File: src/rtl/mem_access_unit_pkg.sv
// Shared definitions for the memory-stage load/store unit: FSM states,
// funct3 access codes and the access-size decoder.
package mem_access_unit_pkg;

  typedef enum logic [1:0] {
    ST_IDLE = 2'd0,
    ST_WAIT = 2'd1,
    ST_DONE = 2'd2
  } mau_state_t;

  localparam logic [2:0] F3_LB  = 3'b000;
  localparam logic [2:0] F3_LH  = 3'b001;
  localparam logic [2:0] F3_LW  = 3'b010;
  localparam logic [2:0] F3_LBU = 3'b100;
  localparam logic [2:0] F3_LHU = 3'b101;

  typedef enum logic [1:0] {
    SZ_BYTE = 2'd0,
    SZ_HALF = 2'd1,
    SZ_WORD = 2'd2
  } acc_size_t;

  // Unused funct3 codes fall through to word size.
  function automatic acc_size_t access_size(input logic [2:0] funct3);
    case (funct3)
      F3_LB, F3_LBU: return SZ_BYTE;
      F3_LH, F3_LHU: return SZ_HALF;
      default:       return SZ_WORD;
    endcase
  endfunction

endpackage

File: src/rtl/mem_access_unit_load_extender.sv
// Combinational load lane selection and sign/zero extension of read data.
module mem_access_unit_load_extender
  import mem_access_unit_pkg::*;
(
  input  logic [31:0] rdata,
  input  logic [1:0]  addr,
  input  logic [2:0]  funct3,
  output logic [31:0] ext_data
);

  logic [7:0]  byte_sel;
  logic [15:0] half_sel;

  always_comb begin
    case (addr)
      2'd0:    byte_sel = rdata[7:0];
      2'd1:    byte_sel = rdata[15:8];
      2'd2:    byte_sel = rdata[23:16];
      default: byte_sel = rdata[31:24];
    endcase
    half_sel = addr[1] ? rdata[31:16] : rdata[15:0];

    case (funct3)
      F3_LB:   ext_data = {{24{byte_sel[7]}}, byte_sel};
      F3_LH:   ext_data = {{16{half_sel[15]}}, half_sel};
      F3_LBU:  ext_data = {24'h0, byte_sel};
      F3_LHU:  ext_data = {16'h0, half_sel};
      F3_LW:   ext_data = rdata;
      default: ext_data = rdata;
    endcase
  end

endmodule

File: src/rtl/mem_access_unit.sv
// Memory-stage load/store unit driving a req/ack data bus with timeout.
// Optional misaligned-access trap is enabled by defining MISALIGN_TRAP_EN.
module mem_access_unit
  import mem_access_unit_pkg::*;
#(
  parameter int TIMEOUT_CYCLES = 16
) (
  input  logic        CLK,
  input  logic        RST,
  input  logic        MEM_R_En_M,
  input  logic        MEM_W_En_M,
  input  logic [2:0]  Funct3_M,
  input  logic [31:0] ALU_Out_M,
  input  logic [31:0] Store_Data_M,
  input  logic        Hold_M,
  output logic        DMEM_Req,
  output logic        DMEM_We,
  output logic [31:0] DMEM_Addr,
  output logic [3:0]  DMEM_BE,
  output logic [31:0] DMEM_WData,
  input  logic [31:0] DMEM_RData,
  input  logic        DMEM_Ack,
  output logic        Stall_M,
  output logic [31:0] Data_Out_Ext_M,
  output logic        Bus_Err_M,
  output logic        Misalign_M,
  output mau_state_t  State_Dbg_M
);

  // Handshake: DMEM_Req stays high with stable address/data until the cycle
  // DMEM_Ack is seen (possibly the first one) or the wait counter expires.
  localparam int CW = $clog2(TIMEOUT_CYCLES);
  localparam logic [CW-1:0] CNT_LAST = CW'(TIMEOUT_CYCLES - 1);

  mau_state_t  state;
  logic [CW-1:0] cnt;
  logic [31:0] load_buf;
  logic [31:0] ext_data;
  acc_size_t   acc_size;
  logic        mem_en;
  logic        misalign_raw;
  logic        access;
  logic        timeout;

  assign acc_size = access_size(Funct3_M);
  assign mem_en   = MEM_R_En_M | MEM_W_En_M;

`ifdef MISALIGN_TRAP_EN
  assign misalign_raw = mem_en &
                        (((acc_size == SZ_HALF) & ALU_Out_M[0]) |
                         ((acc_size == SZ_WORD) & (ALU_Out_M[1:0] != 2'b00)));
`else
  assign misalign_raw = 1'b0;
`endif

  assign access     = mem_en & ~misalign_raw;
  assign Misalign_M = ~RST & misalign_raw;

  // Ack in the last counted cycle still completes the access.
  assign timeout = (state == ST_WAIT) & ~DMEM_Ack & (cnt == CNT_LAST);

  assign DMEM_Req  = ~RST & (((state == ST_IDLE) & access) | (state == ST_WAIT));
  assign DMEM_We   = MEM_W_En_M & DMEM_Req;
  assign DMEM_Addr = {ALU_Out_M[31:2], 2'b00};
  assign Stall_M   = ~RST & (((state == ST_IDLE) & access & ~DMEM_Ack) |
                             ((state == ST_WAIT) & ~DMEM_Ack & ~timeout));
  assign Bus_Err_M = ~RST & timeout;
  assign State_Dbg_M = state;

  always_comb begin
    case (acc_size)
      SZ_BYTE: begin
        DMEM_BE    = 4'b0001 << ALU_Out_M[1:0];
        DMEM_WData = {4{Store_Data_M[7:0]}};
      end
      SZ_HALF: begin
        DMEM_BE    = 4'b0011 << {ALU_Out_M[1], 1'b0};
        DMEM_WData = {2{Store_Data_M[15:0]}};
      end
      default: begin
        DMEM_BE    = 4'b1111;
        DMEM_WData = Store_Data_M;
      end
    endcase
  end

  mem_access_unit_load_extender u_load_extender (
    .rdata    (DMEM_RData),
    .addr     (ALU_Out_M[1:0]),
    .funct3   (Funct3_M),
    .ext_data (ext_data)
  );

  always_ff @(posedge CLK or posedge RST) begin
    if (RST) begin
      state          <= ST_IDLE;
      cnt            <= '0;
      load_buf       <= '0;
      Data_Out_Ext_M <= '0;
    end else begin
      case (state)
        ST_IDLE, ST_WAIT: begin
          if ((state == ST_WAIT) || access) begin
            if (DMEM_Ack) begin
              cnt <= '0;
              // A held pipeline parks the load result until the hold lifts.
              if (Hold_M) begin
                state <= ST_DONE;
                if (MEM_R_En_M) load_buf <= ext_data;
              end else begin
                state <= ST_IDLE;
                if (MEM_R_En_M) Data_Out_Ext_M <= ext_data;
              end
            end else if (state == ST_IDLE) begin
              state <= ST_WAIT;
              cnt   <= CW'(1);
            end else if (cnt == CNT_LAST) begin
              state <= ST_IDLE;
              cnt   <= '0;
            end else begin
              cnt <= cnt + CW'(1);
            end
          end
        end
        ST_DONE: begin
          if (!Hold_M) begin
            if (MEM_R_En_M) Data_Out_Ext_M <= load_buf;
            state <= ST_IDLE;
          end
        end
        default: state <= ST_IDLE;
      endcase
    end
  end

endmodule
File: config.mk
export PLATFORM = sky130hd
export DESIGN_NAME = mem_access_unit
export DESIGN_NICKNAME = d
export VERILOG_FILES = /design/src/rtl/mem_access_unit_pkg.sv /design/src/rtl/mem_access_unit_load_extender.sv /design/src/rtl/mem_access_unit.sv
export SDC_FILE = /design/constraint.sdc
export NUM_CORES = 1
export LEC_CHECK = 0
export BUFFER_PORTS_ARGS = -buffer_cell sky130_fd_sc_hd__buf_2
export CAP_MARGIN = 15
export CORE_AREA = 5 5 104 106
export DETAILED_ROUTE_END_ITERATION = 7
export DIE_AREA = 0 0 109 111
export GPL_TIMING_DRIVEN = 1
export PLACE_DENSITY_LB_ADDON = 0.2
export SLEW_MARGIN = 0
export SYNTH_ARGS = -nofsm -noshare
export SYNTH_HDL_FRONTEND = slang
export SYNTH_SLANG_ARGS = --single-unit
export TNS_END_PERCENT = 30
File: constraint.sdc
create_clock -name CLK -period 2.2 [get_ports CLK]
set_clock_uncertainty 0.2 [all_clocks]
set_input_delay 0 -clock CLK [delete_from_list [all_inputs] [get_ports CLK]]
set_output_delay 0 -clock CLK [all_outputs]
set_load 0.1 [all_outputs]
==> impl_metrics.sql, run 1 <==
INSERT INTO impl_metrics (metric_group, metric, value, unit) VALUES
('floorplanning', 'rows', '36', ''),
('clocking', 'tritoncts_clock_tree', 'done', ''),
('floorplanning', 'initial_core_util', '46.1', '%'),
('power', 'internal-power', '2.89', 'mW'),
('clocking', 'path_clk_slew', '0.08', 'ns'),
('yosys', 'async_reset_ff_share', '100', '%'),
('critical_path', 'worst_path_max_delay_cell', 'dfrtp_1', ''),
('clocking', 'clock_tree.htree_level_count', '3', ''),
('critical_path', 'worst_path_largest_cell_delay', '0.42', 'ns'),
('yosys', 'post_synth_num_cell_types', '54', ''),
('critical_path', 'critPathLaunch', 'cnt[1]', ''),
('final_layout', 'flow.area_growth_from_synthesis', '35.5', '%'),
('sta', 'total_count_of_hold_check_failures_in_the_final_report', '0', ''),
('final_layout', 'finalNetCount', '771', ''),
('detailed_routing', 'dr.pass1.iters', '5', ''),
('detailed_routing', 'first_iter_violations', '312', ''),
('worst_hold_path', 'hold_start', 'Funct3_M[2]', ''),
('yosys', 'average_footprint_of_a_synthesized_cell', '9.21', 'um^2'),
('critical_path', 'critical_path_required', '2.00', 'ns'),
('final_layout', 'number_of_inserted_filler_cells_in_the_final_layout', '852', ''),
('yosys', 'synthTopCellsByArea', 'dfrtp_1 39%, buf_4 8.2%, nand2_1 6.2%', ''),
('sta', 'finalSetupViolations', '0', ''),
('detailed_routing', 'drcViolationCount', '0', ''),
('yosys', 'yosysWarnings', '0', ''),
('detailed_routing', 'postRouteWirelength', '14100', 'um'),
('power', 'power.clock.fraction', '19.8', '%'),
('grt', 'globalRouteOverflowTotal', '0', ''),
('final_layout', 'drive_above_1_share', '34.9', '%'),
('outcome', 'outcome', 'complete, no violations', ''),
('clocking', 'clk_latency', '0.36', 'ns'),
('critical_path', 'rrSetupSlack', '0.21', 'ns'),
('critical_path', 'worstPathMaxFanout', '4', ''),
('sta', 'post-route-period-util', '97.7', '%'),
('power', 'vdd.ir_drop.worst', '0.612', 'mV'),
('grt', 'global_route_wire_length_before_repair', '22700', 'um'),
('yosys', 'synth_seq_cells', '70', ''),
('clocking', 'clock-root-buffer', 'clkbuf_8', ''),
('floorplanning', 'core_area', '0.00968', 'mm^2'),
('power', 'power_frac_seq', '29.2', '%'),
('sta', 'setup_tns', '0', 'ns'),
('yosys', 'synth_area', '0.00447', 'mm^2'),
('sta', 'worst_hold_slack', '0.0476', 'ns'),
('yosys', 'post-synth-top-area-fraction', '39.2', '%'),
('grt', 'globalRouteTotalUtil', '23.4', '%'),
('critical_path', 'worst_path_dominant_cell_family', 'simple AND/OR/NAND/NOR gates', ''),
('detailed_routing', 'dr_total_vias', '4236', ''),
('power', 'power.share.combinational', '51.0', '%'),
('critical_path', 'crit_type', 'reg2out', ''),
('clocking', 'sink_count', '70', ''),
('final_layout', 'antenna_cells', '0', ''),
('yosys', 'synth_edf_count', '0', ''),
('clocking', 'cts_made_buffers', '9', ''),
('critical_path', 'startpoint_type', 'flip-flop', ''),
('power', 'swShare', '52.3', '%'),
('critical_path', 'worst_path_arrival', '1.95', 'ns'),
('sta', 'report.final.slew_viol_count', '0', ''),
('sta', 'relative_slew_slack', '31.9', '%'),
('yosys', 'post-synth-top-count-cell', 'nand2_1', ''),
('critical_path', 'setup.worst_path.end_class', 'output pin', ''),
('sta', 'worst_pin_slew', '1.02', 'ns'),
('worst_hold_path', 'hp-class', 'in2reg', ''),
('critical_path', 'critical_path_cell_by_cell', 'ha_1 > and3_2 > a2111oi_4 > and2_4 > buf_12', ''),
('detailed_routing', 'detail-route-antenna-nets', '0', ''),
('placed_design', 'detailedPlacementHpwl', '9540', 'um'),
('flow_run', 'max_cap_violations', '0', ''),
('detailed_routing', 'drt-wirelength-per-cell', '17.6', 'um'),
('yosys', 'synthDominantAreaCellType', 'dfrtp_1', ''),
('floorplanning', 'top_level_ports', '212', ''),
('yosys', 'synth.cells.most_frequent', '74 x nand2_1, 70 x dfrtp_1, 49 x buf_4', ''),
('placed_design', 'io_buffers', '148', ''),
('detailed_routing', 'routed_via_density', '5.28', '');
==> flip-flops by register name (all words and copies together) (netlist names) <==
name and flops:
Data_Out_Ext_M 32, State_Dbg_M 2, load_buf 32, cnt 4
==> worst register-to-register path: cells and delay by family, from the launching register on <==
family                 cells  cell delay (ns)
flip-flops                 1             0.49
AND/OR/NAND/NOR            2             0.52
AO/OA/AOI/OAI              1             0.13
buffers and inverters      1             0.55
==> per-stage QoR <==
stage               instances  setup slack [ns]  instance area (um^2)  power, mW
floorplan                 487            -0.328                  4490       4.30
global placement          708             0.296                  5000       4.49
detailed placement        708             0.202                  5000       4.53
CTS                       803            0.0460                  6050       6.09
global route              803          -0.00487                  6050       6.30
finish                    803            0.0502                  6050       6.06
==> layer usage <==
layer / GRT usage, % / vias up / wire length, um
met5: 0 / - / 0
met1: 29.7 / 2020 / 5820
li1: - / 2032 / -
met3: 5.77 / 19 / 931
met4: 5.13 / 0 / 210
met2: 39.8 / 165 / 7170
==> layout by cell type, fill, tap and decap left out, types with 3 or more instances in the layout <==
cell	synthesis	layout
nor3_1	19	18
clkinvlp_4	0	3
and3_1	10	9
nand2_1	74	74
clkbuf_8	0	10
o211ai_1	15	15
nor2b_1	4	4
a31oi_1	8	8
o21ai_1	13	21
inv_1	4	3
dfrtp_1	70	69
o21bai_1	4	4
mux2i_1	16	16
o221ai_1	7	7
nor2_4	2	3
conb_1	1	3
dlygate4sd3_1	0	78
nand3_1	16	16
and3b_1	8	8
o21ai_0	17	9
nor2_1	38	37
mux2_2	16	16
a21oi_1	20	20
a211oi_1	5	5
a21oi_4	3	3
buf_2	10	147
a211oi_2	11	11
buf_4	49	13
==> final timing paths <==
path	cells past startpoint	end
setup / recovery	5	Stall_M
hold / removal	4	load_buf[12]
setup reg to reg	4	State_Dbg_M[1]
hold reg to reg	1	cnt[3]
max in group asynchronous	4	Data_Out_Ext_M[17]
min in group asynchronous	4	cnt[2]
==> cell families after synthesis <==
logic type	after synthesis	share of synthesized area, %
AO/OA/AOI/OAI	110	17.8
adder cells (fa/ha/maj)	1	0.280
buffers and inverters	77	12.0
flip-flops	70	39.2
multiplexers	35	8.94
other	1	0.0840
AND/OR/NAND/NOR	191	21.6
==> power by group through the flow <==
stage / clock [mW] / combinational (mW) / sequential, mW
global placement: 0 / 2.71 / 1.78
finish: 1.20 / 3.09 / 1.77
floorplan: 0 / 1.30 / 3.00
global route: 1.28 / 3.22 / 1.80
detailed placement: 0 / 2.74 / 1.79
CTS: 1.22 / 3.10 / 1.77
==> final cells by class <==
type                            count  area (um^2)  share of cell area [%]
Clock buffer                       10          138                    2.27
Sequential cell                    70         1750                    29.0
Inverter                            4         18.8                   0.310
Multi-Input combinational cell    340         2230                    36.8
Clock inverter                      6         92.6                    1.53
Timing Repair Buffer              240         1650                    27.3
Tap cell                          133          166                    2.75
==> repair_timing <==
action / 4_1_cts / 5_1_grt
endpoints found under the hold margin: 168 / 0
hold buffers: 78 / 0
pin swaps: 1 / 0
setup buffers: 1 / 0
endpoints found under the setup margin: 1 / 2
resized for setup: 5 / 1
Power figures use the tool's default switching activity.
==> run 2, diff against run 1 <==
==> constraint.sdc (replaced) <==
create_clock -name CLK -period 2.2 [get_ports CLK]
set_clock_uncertainty 0.2 [all_clocks]
set_input_delay 0.44 -clock CLK [delete_from_list [all_inputs] [get_ports CLK]]
set_output_delay 0.44 -clock CLK [all_outputs]
set_load 0.1 [all_outputs]
==> run 2 against run 1 <==
Net effect: the flow now finishes with violations (negative setup slack); global-route usage down 1.1 points; critical endpoint unchanged; cell count decreased by 8.2%; largest power group unchanged; die area is the same; worst setup slack lost 0.29 ns.
==> impl_metrics.sql, run 2 (synthesis results as in run 1) <==
INSERT INTO impl_metrics (metric_group, metric, value, unit) VALUES
('critical_path', 'critical_path_cell_by_cell', 'ha_2 > and3_4 > a2111oi_4 > and2_4 > buf_12', ''),
('final_layout', 'stdcell_area', '0.00598', 'mm^2'),
('sta', 'relative_slew_slack', '41.0', '%'),
('clocking', 'clock_tree.buffer_depth', '2', ''),
('floorplanning', 'core_area', '0.00968', 'mm^2'),
('placed_design', 'dpl-instance-area', '0.00570', 'mm^2'),
('sta', 'post-route-period-util', '111', '%'),
('worst_hold_path', 'endpoint_of_the_worst_hold_timing_path', 'State_Dbg_M[1]', ''),
('clocking', 'sink_count', '70', ''),
('critical_path', 'worst_path_largest_cell_delay', '0.40', 'ns'),
('final_layout', 'final_core_utilization', '61.7', '%'),
('detailed_routing', 'detail-route-antenna-nets', '0', ''),
('grt', 'via_count_of_the_first_global_routing_pass', '4112', ''),
('detailed_routing', 'drcViolationCount', '0', ''),
('power', 'report.power.total', '6.00', 'mW'),
('clocking', 'cts_made_buffers', '9', ''),
('clocking', 'clock-root-buffer', 'clkbuf_8', ''),
('worst_hold_path', 'holdPathStages', '2', ''),
('critical_path', 'worstSetupPathDepth', '5', ''),
('clocking', 'clock_tree.htree_level_count', '3', ''),
('critical_path', 'startpoint_type', 'flip-flop', ''),
('power', 'power_density', '1000', 'mW/mm^2'),
('critical_path', 'critical_path_required', '1.56', 'ns'),
('placed_design', 'detailedPlacementHpwl', '10300', 'um'),
('clocking', 'clk_latency', '0.35', 'ns'),
('outcome', 'failed_checks', 'negative setup slack', ''),
('floorplanning', 'rows', '36', ''),
('detailed_routing', 'postRouteWirelength', '13500', 'um'),
('flow_run', 'max_cap_violations', '0', ''),
('final_layout', 'most_common_library_cell_in_the_layout_ignoring_fill_and_taps', 'buf_2', ''),
('floorplanning', 'floorplan.die_area', '0.0121', 'mm^2'),
('critical_path', 'rrSetupSlack', '0.14', 'ns'),
('floorplanning', 'top_level_ports', '212', ''),
('critical_path', 'worstPathMaxFanout', '2', ''),
('floorplanning', 'initial_core_util', '46.1', '%'),
('worst_hold_path', 'hp-class', 'in2reg', ''),
('sta', 'finalSetupViolations', '3', ''),
('clocking', 'path_clk_slew', '0.08', 'ns'),
('floorplanning', 'floorplan.die.height', '111', 'um'),
('final_layout', 'drive_above_1_share', '42.9', '%'),
('critical_path', 'startpoint_of_the_worst_slack_reg_to_reg_timing_path', 'State_Dbg_M[1]', ''),
('grt', 'globalRouteTotalUtil', '22.3', '%'),
('grt', 'initial_antenna_violation_count', '1', ''),
('sta', 'total_count_of_hold_check_failures_in_the_final_report', '0', ''),
('power', 'p_leak', '2.69', 'nW'),
('detailed_routing', 'dr_total_vias', '4083', ''),
('critical_path', 'worst_path_arrival', '1.80', 'ns'),
('detailed_routing', 'drt-wirelength-per-cell', '18.4', 'um'),
('floorplanning', 'die_width', '109', 'um'),
('sta', 'worst_pin_slew', '0.885', 'ns'),
('critical_path', 'worst_path_max_delay_cell', 'dfrtp_1', ''),
('detailed_routing', 'routed_via_density', '5.54', ''),
('placed_design', 'gp_congestion', '0.864', ''),
('critical_path', 'worst_path_dominant_cell_family', 'flip-flops', ''),
('outcome', 'outcome', 'finished, violations left', ''),
('power', 'vdd.ir_drop.worst', '0.666', 'mV'),
('grt', 'grt_max_degree', '71', ''),
('final_layout', 'reg_top3', 'Data_Out_Ext_M x32, load_buf x32, cnt x4', ''),
('critical_path', 'critical_path_buf_inv_count', '1', ''),
('sta', 'report.final.slew_viol_count', '0', ''),
('final_layout', 'flow.area_growth_from_synthesis', '33.9', '%'),
('detailed_routing', 'first_iter_violations', '292', ''),
('placed_design', 'dp_slack', '-0.135', 'ns'),
('clocking', 'tritoncts_clock_tree', 'done', ''),
('sta', 'grt_setup_unrepaired', 'true', ''),
('final_layout', 'antenna_cells', '0', ''),
('critical_path', 'rr_worst_depth', '4', ''),
('sta', 'finalCriticalPeriod', '2.44', 'ns'),
('sta', 'fmaxAchievable', '410', 'MHz'),
('critical_path', 'r2r-end', 'Data_Out_Ext_M[28]', ''),
('final_layout', 'layout.cells.most_common_list', '116 x buf_2, 74 x nand2_1, 68 x dfrtp_1, 37 x nor2_1, 33 x buf_12', ''),
('final_layout', 'finalNetCount', '705', ''),
('detailed_routing', 'dr.pass1.iters', '5', ''),
('sta', 'setup_tns', '-0.488', 'ns'),
('clocking', 'ctsHoldBuffers', '0', ''),
('critical_path', 'crit_type', 'reg2out', ''),
('grt', 'global_route_wire_length_before_repair', '21400', 'um'),
('sta', 'worst_slack', '-0.237', 'ns'),
('grt', 'globalRouteOverflowTotal', '0', ''),
('critical_path', 'setup.worst_path.end_class', 'output pin', ''),
('worst_hold_path', 'hold_start', 'Hold_M', ''),
('placed_design', 'io_buffers', '148', '');
## run 2: layout make-up
class,instances,area (um^2)
fill,814,3700
sequential,70,1760
clock inverter,4,76.3
tap,133,166
clock buffer,12,165
multi-input combinational,340,2360
inverter,4,18.8
timing repair buffer,174,1430
## run 2: routing by layer
metal / up-vias / global-route usage, % / part of all wire (%)
li1: 1909 / - / -
met1: 1953 / 29.9 / 41
met2: 181 / 34.6 / 48
met3: 38 / 4.95 / 7.2
met4: 2 / 9.09 / 3.1
met5: - / 0 / 0.081
## run 2: worst max-delay path by stage
stage           start        end  slack (ns)
2_1_floorplan     RST  Bus_Err_M       -0.47
3_3_place_gp   cnt[1]    Stall_M       -0.06
3_5_place_dp   cnt[1]    Stall_M       -0.13
4_1_cts        cnt[1]    Stall_M       -0.25
5_1_grt        cnt[1]    Stall_M       -0.33
6_report       cnt[0]    Stall_M       -0.24
## run 2: what timing repair did
action	4_1_cts	5_1_grt
setup buffers	2	0
pin swaps	4	0
endpoints found under the setup margin	3	3
resized for setup	4	0
## run 2: per-stage QoR
| step | hold WS (ns) | cells |
|---|---|---|
| 2_1_floorplan | 0.243 | 487 |
| 3_3_place_gp | 0.262 | 719 |
| 5_1_grt | 0.189 | 737 |
| 6_report | 0.163 | 737 |
| 4_1_cts | 0.155 | 737 |
| 3_5_place_dp | 0.270 | 719 |
## run 2: power breakdown
part           switching (mW)  leakage [nW]  internal, mW
Sequential              0.187         0.839          1.59
Clock                   0.511         0.119         0.736
Combinational            2.28          1.73         0.694
==> run 3, diff against run 2 <==
CTS_BUF_LIST = sky130_fd_sc_hd__clkbuf_16   (was unset)
RECOVER_POWER = 25   (was unset)
==> run 3 against run 2 <==
Net effect: the flow still finishes with violations (negative setup slack); sequential share of layout area down 0.33 points; count of clock-buffer cells in the layout decreased by 3; non-clock buffer count did not move; maximum frequency rose by 1.2%; flip-flop and latch count unchanged; cell count unchanged; die area is the same; first-iteration DRC count down 8.6%; worst setup slack gained 0.028 ns; highest routed layer unchanged.
==> impl_metrics.sql, run 3 (synthesis results as in run 1) <==
INSERT INTO impl_metrics (metric_group, metric, value, unit) VALUES
('detailed_routing', 'dr.pass1.iters', '5', ''),
('clocking', 'clock_tree.htree_level_count', '3', ''),
('floorplanning', 'floorplan.die.height', '111', 'um'),
('sta', 'relative_slew_slack', '36.7', '%'),
('final_layout', 'number_of_inserted_filler_cells_in_the_final_layout', '794', ''),
('grt', 'grt_max_degree', '71', ''),
('critical_path', 'startpoint_type', 'flip-flop', ''),
('detailed_routing', 'first_iter_violations', '267', ''),
('critical_path', 'startpoint_of_the_worst_slack_reg_to_reg_timing_path', 'State_Dbg_M[1]', ''),
('critical_path', 'worst_path_max_delay_cell', 'dfrtp_1', ''),
('clocking', 'sink_count', '70', ''),
('floorplanning', 'floorplan.die_area', '0.0121', 'mm^2'),
('outcome', 'failed_checks', 'negative setup slack', ''),
('sta', 'report.final.slew_viol_count', '0', ''),
('clocking', 'cts_made_buffers', '9', ''),
('critical_path', 'worst_path_arrival', '1.77', 'ns'),
('clocking', 'path_clk_slew', '0.06', 'ns'),
('power', 'vdd.ir_drop.worst', '0.706', 'mV'),
('critical_path', 'worst_path_largest_cell_delay', '0.39', 'ns'),
('grt', 'via_count_of_the_first_global_routing_pass', '4153', ''),
('worst_hold_path', 'hold_start', 'Hold_M', ''),
('final_layout', 'final-seq-area', '0.00176', 'mm^2'),
('grt', 'global_route_wire_length_before_repair', '21500', 'um'),
('power', 'power.clock.fraction', '24.4', '%'),
('final_layout', 'reg_top3', 'Data_Out_Ext_M x32, load_buf x32, cnt x4', ''),
('critical_path', 'r2r-end', 'Data_Out_Ext_M[28]', ''),
('floorplanning', 'core_area', '0.00968', 'mm^2'),
('sta', 'worst_pin_slew', '0.949', 'ns'),
('worst_hold_path', 'hp-class', 'in2reg', ''),
('sta', 'worst_slack', '-0.209', 'ns'),
('sta', 'total_count_of_hold_check_failures_in_the_final_report', '0', ''),
('power', 'power_frac_seq', '28.4', '%'),
('final_layout', 'finalNetCount', '705', ''),
('critical_path', 'rrSetupSlack', '0.14', 'ns'),
('critical_path', 'setup.worst_path.end_class', 'output pin', ''),
('final_layout', 'multi_input_area', '0.00236', 'mm^2'),
('detailed_routing', 'routed_via_density', '5.47', ''),
('critical_path', 'worstPathMaxFanout', '2', ''),
('sta', 'fmaxAchievable', '415', 'MHz'),
('power', 'swShare', '47.9', '%'),
('final_layout', 'flow.area_growth_from_synthesis', '35.4', '%'),
('flow_run', 'max_cap_violations', '0', ''),
('final_layout', 'antenna_cells', '0', ''),
('sta', 'setup_tns', '-0.393', 'ns'),
('clocking', 'clock-root-buffer', 'clkbuf_16', ''),
('final_layout', 'most_common_library_cell_in_the_layout_ignoring_fill_and_taps', 'buf_2', ''),
('critical_path', 'critical_path_buf_inv_count', '1', ''),
('worst_hold_path', 'holdPathStages', '2', ''),
('sta', 'grt_setup_unrepaired', 'true', ''),
('sta', 'finalCriticalPeriod', '2.41', 'ns'),
('floorplanning', 'initial_core_util', '46.1', '%'),
('worst_hold_path', 'endpoint_of_the_worst_hold_timing_path', 'State_Dbg_M[1]', ''),
('detailed_routing', 'drt-wirelength-per-cell', '18.4', 'um'),
('clocking', 'clock_tree.buffer_depth', '2', ''),
('critical_path', 'critical_path_required', '1.56', 'ns'),
('grt', 'initial_antenna_violation_count', '1', ''),
('detailed_routing', 'postRouteWirelength', '13500', 'um'),
('power', 'p_sw', '3.02', 'mW'),
('final_layout', 'layout.cells.most_common_list', '115 x buf_2, 74 x nand2_1, 68 x dfrtp_1, 37 x nor2_1, 33 x buf_12', ''),
('placed_design', 'dp_slack', '-0.135', 'ns'),
('power', 'p_leak', '2.71', 'nW'),
('critical_path', 'rr_worst_depth', '4', ''),
('power', 'power_density', '1040', 'mW/mm^2'),
('floorplanning', 'rows', '36', ''),
('power', 'power.share.combinational', '47.2', '%'),
('final_layout', 'drive_above_1_share', '42.2', '%'),
('clocking', 'ctsHoldBuffers', '0', ''),
('grt', 'globalRouteOverflowTotal', '0', ''),
('detailed_routing', 'drcViolationCount', '0', ''),
('sta', 'finalSetupViolations', '3', ''),
('sta', 'post-route-period-util', '110', '%'),
('detailed_routing', 'detail-route-antenna-nets', '0', ''),
('outcome', 'outcome', 'finished, violations left', ''),
('critical_path', 'worst_path_dominant_cell_family', 'simple AND/OR/NAND/NOR gates', ''),
('placed_design', 'gp_congestion', '0.864', ''),
('detailed_routing', 'dr_total_vias', '4033', ''),
('placed_design', 'io_buffers', '148', ''),
('clocking', 'tritoncts_clock_tree', 'done', ''),
('clocking', 'clk_latency', '0.32', 'ns'),
('grt', 'globalRouteTotalUtil', '22.3', '%'),
('floorplanning', 'die_width', '109', 'um'),
('critical_path', 'crit_type', 'reg2out', ''),
('power', 'internal-power', '3.27', 'mW'),
('floorplanning', 'top_level_ports', '212', ''),
('critical_path', 'critical_path_cell_by_cell', 'ha_2 > and3_4 > a2111oi_4 > and2_4 > buf_12', ''),
('placed_design', 'detailedPlacementHpwl', '10300', 'um');
-- run 3: cell types whose count changed in the layout (fill, tap and decap cells not counted), sizes merged --
cell / before / now
clkbuf: 12 / 11
buf: 174 / 172
clkinv: 0 / 3
-- run 3: power by group through the flow --
stage	Sequential (mW)	Combinational (mW)	Clock, mW
finish	1.78	2.97	1.54
global route	1.82	3.10	1.61
CTS	1.79	2.99	1.55
detailed placement	1.80	2.97	0
global placement	1.79	2.93	0
floorplan	3.00	1.35	0
-- run 3: routing by layer --
layer	part of all wire, %	global-route usage [%]	vias to the layer above
met5	0.081	0	-
met4	2.5	7.24	2
met3	6.9	5.13	31
met2	49	34.8	169
met1	42	30.3	1927
li1	-	-	1904
-- run 3: cell type report --
| cell class | count | area share, % |
|---|---|---|
| clock inverters | 7 | 1.45 |
| well taps | 133 | 2.75 |
| multi-input cells | 340 | 39.1 |
| inverters | 4 | 0.269 |
| flip-flops and latches | 70 | 29.1 |
| repair buffers | 174 | 23.6 |
| clock buffers | 9 | 3.72 |
-- run 3: worst max-delay path by stage --
stage / start / end / slack, ns / cells after the start
2_1_floorplan: RST / Bus_Err_M / -0.47 / 2
3_3_place_gp: cnt[1] / Stall_M / -0.06 / 5
3_5_place_dp: cnt[1] / Stall_M / -0.13 / 5
4_1_cts: cnt[1] / Stall_M / -0.20 / 5
5_1_grt: cnt[1] / Stall_M / -0.30 / 5
6_report: cnt[1] / Stall_M / -0.21 / 5
-- run 3: timing repair --
item / CTS / global route
pin swaps: 4 / 0
hold endpoints to repair: 0 / 0
resized for setup: 4 / 0
buffers inserted: 2 / 0
gates cloned: 0 / 0
setup endpoints to repair: 3 / 3
-- run 3: stage by stage --
step           total power [mW]  instance area, um^2  utilization, %  hold slack [ns]  instances
2_1_floorplan              4.35                 4660               -            0.243        487
3_3_place_gp               4.72                 5700            58.8            0.262        719
3_5_place_dp               4.77                 5700            58.8            0.270        719
4_1_cts                    6.33                 6050            62.5            0.191        737
5_1_grt                    6.53                 6050            62.4            0.220        737
6_report                   6.29                 6050            62.4            0.192        737
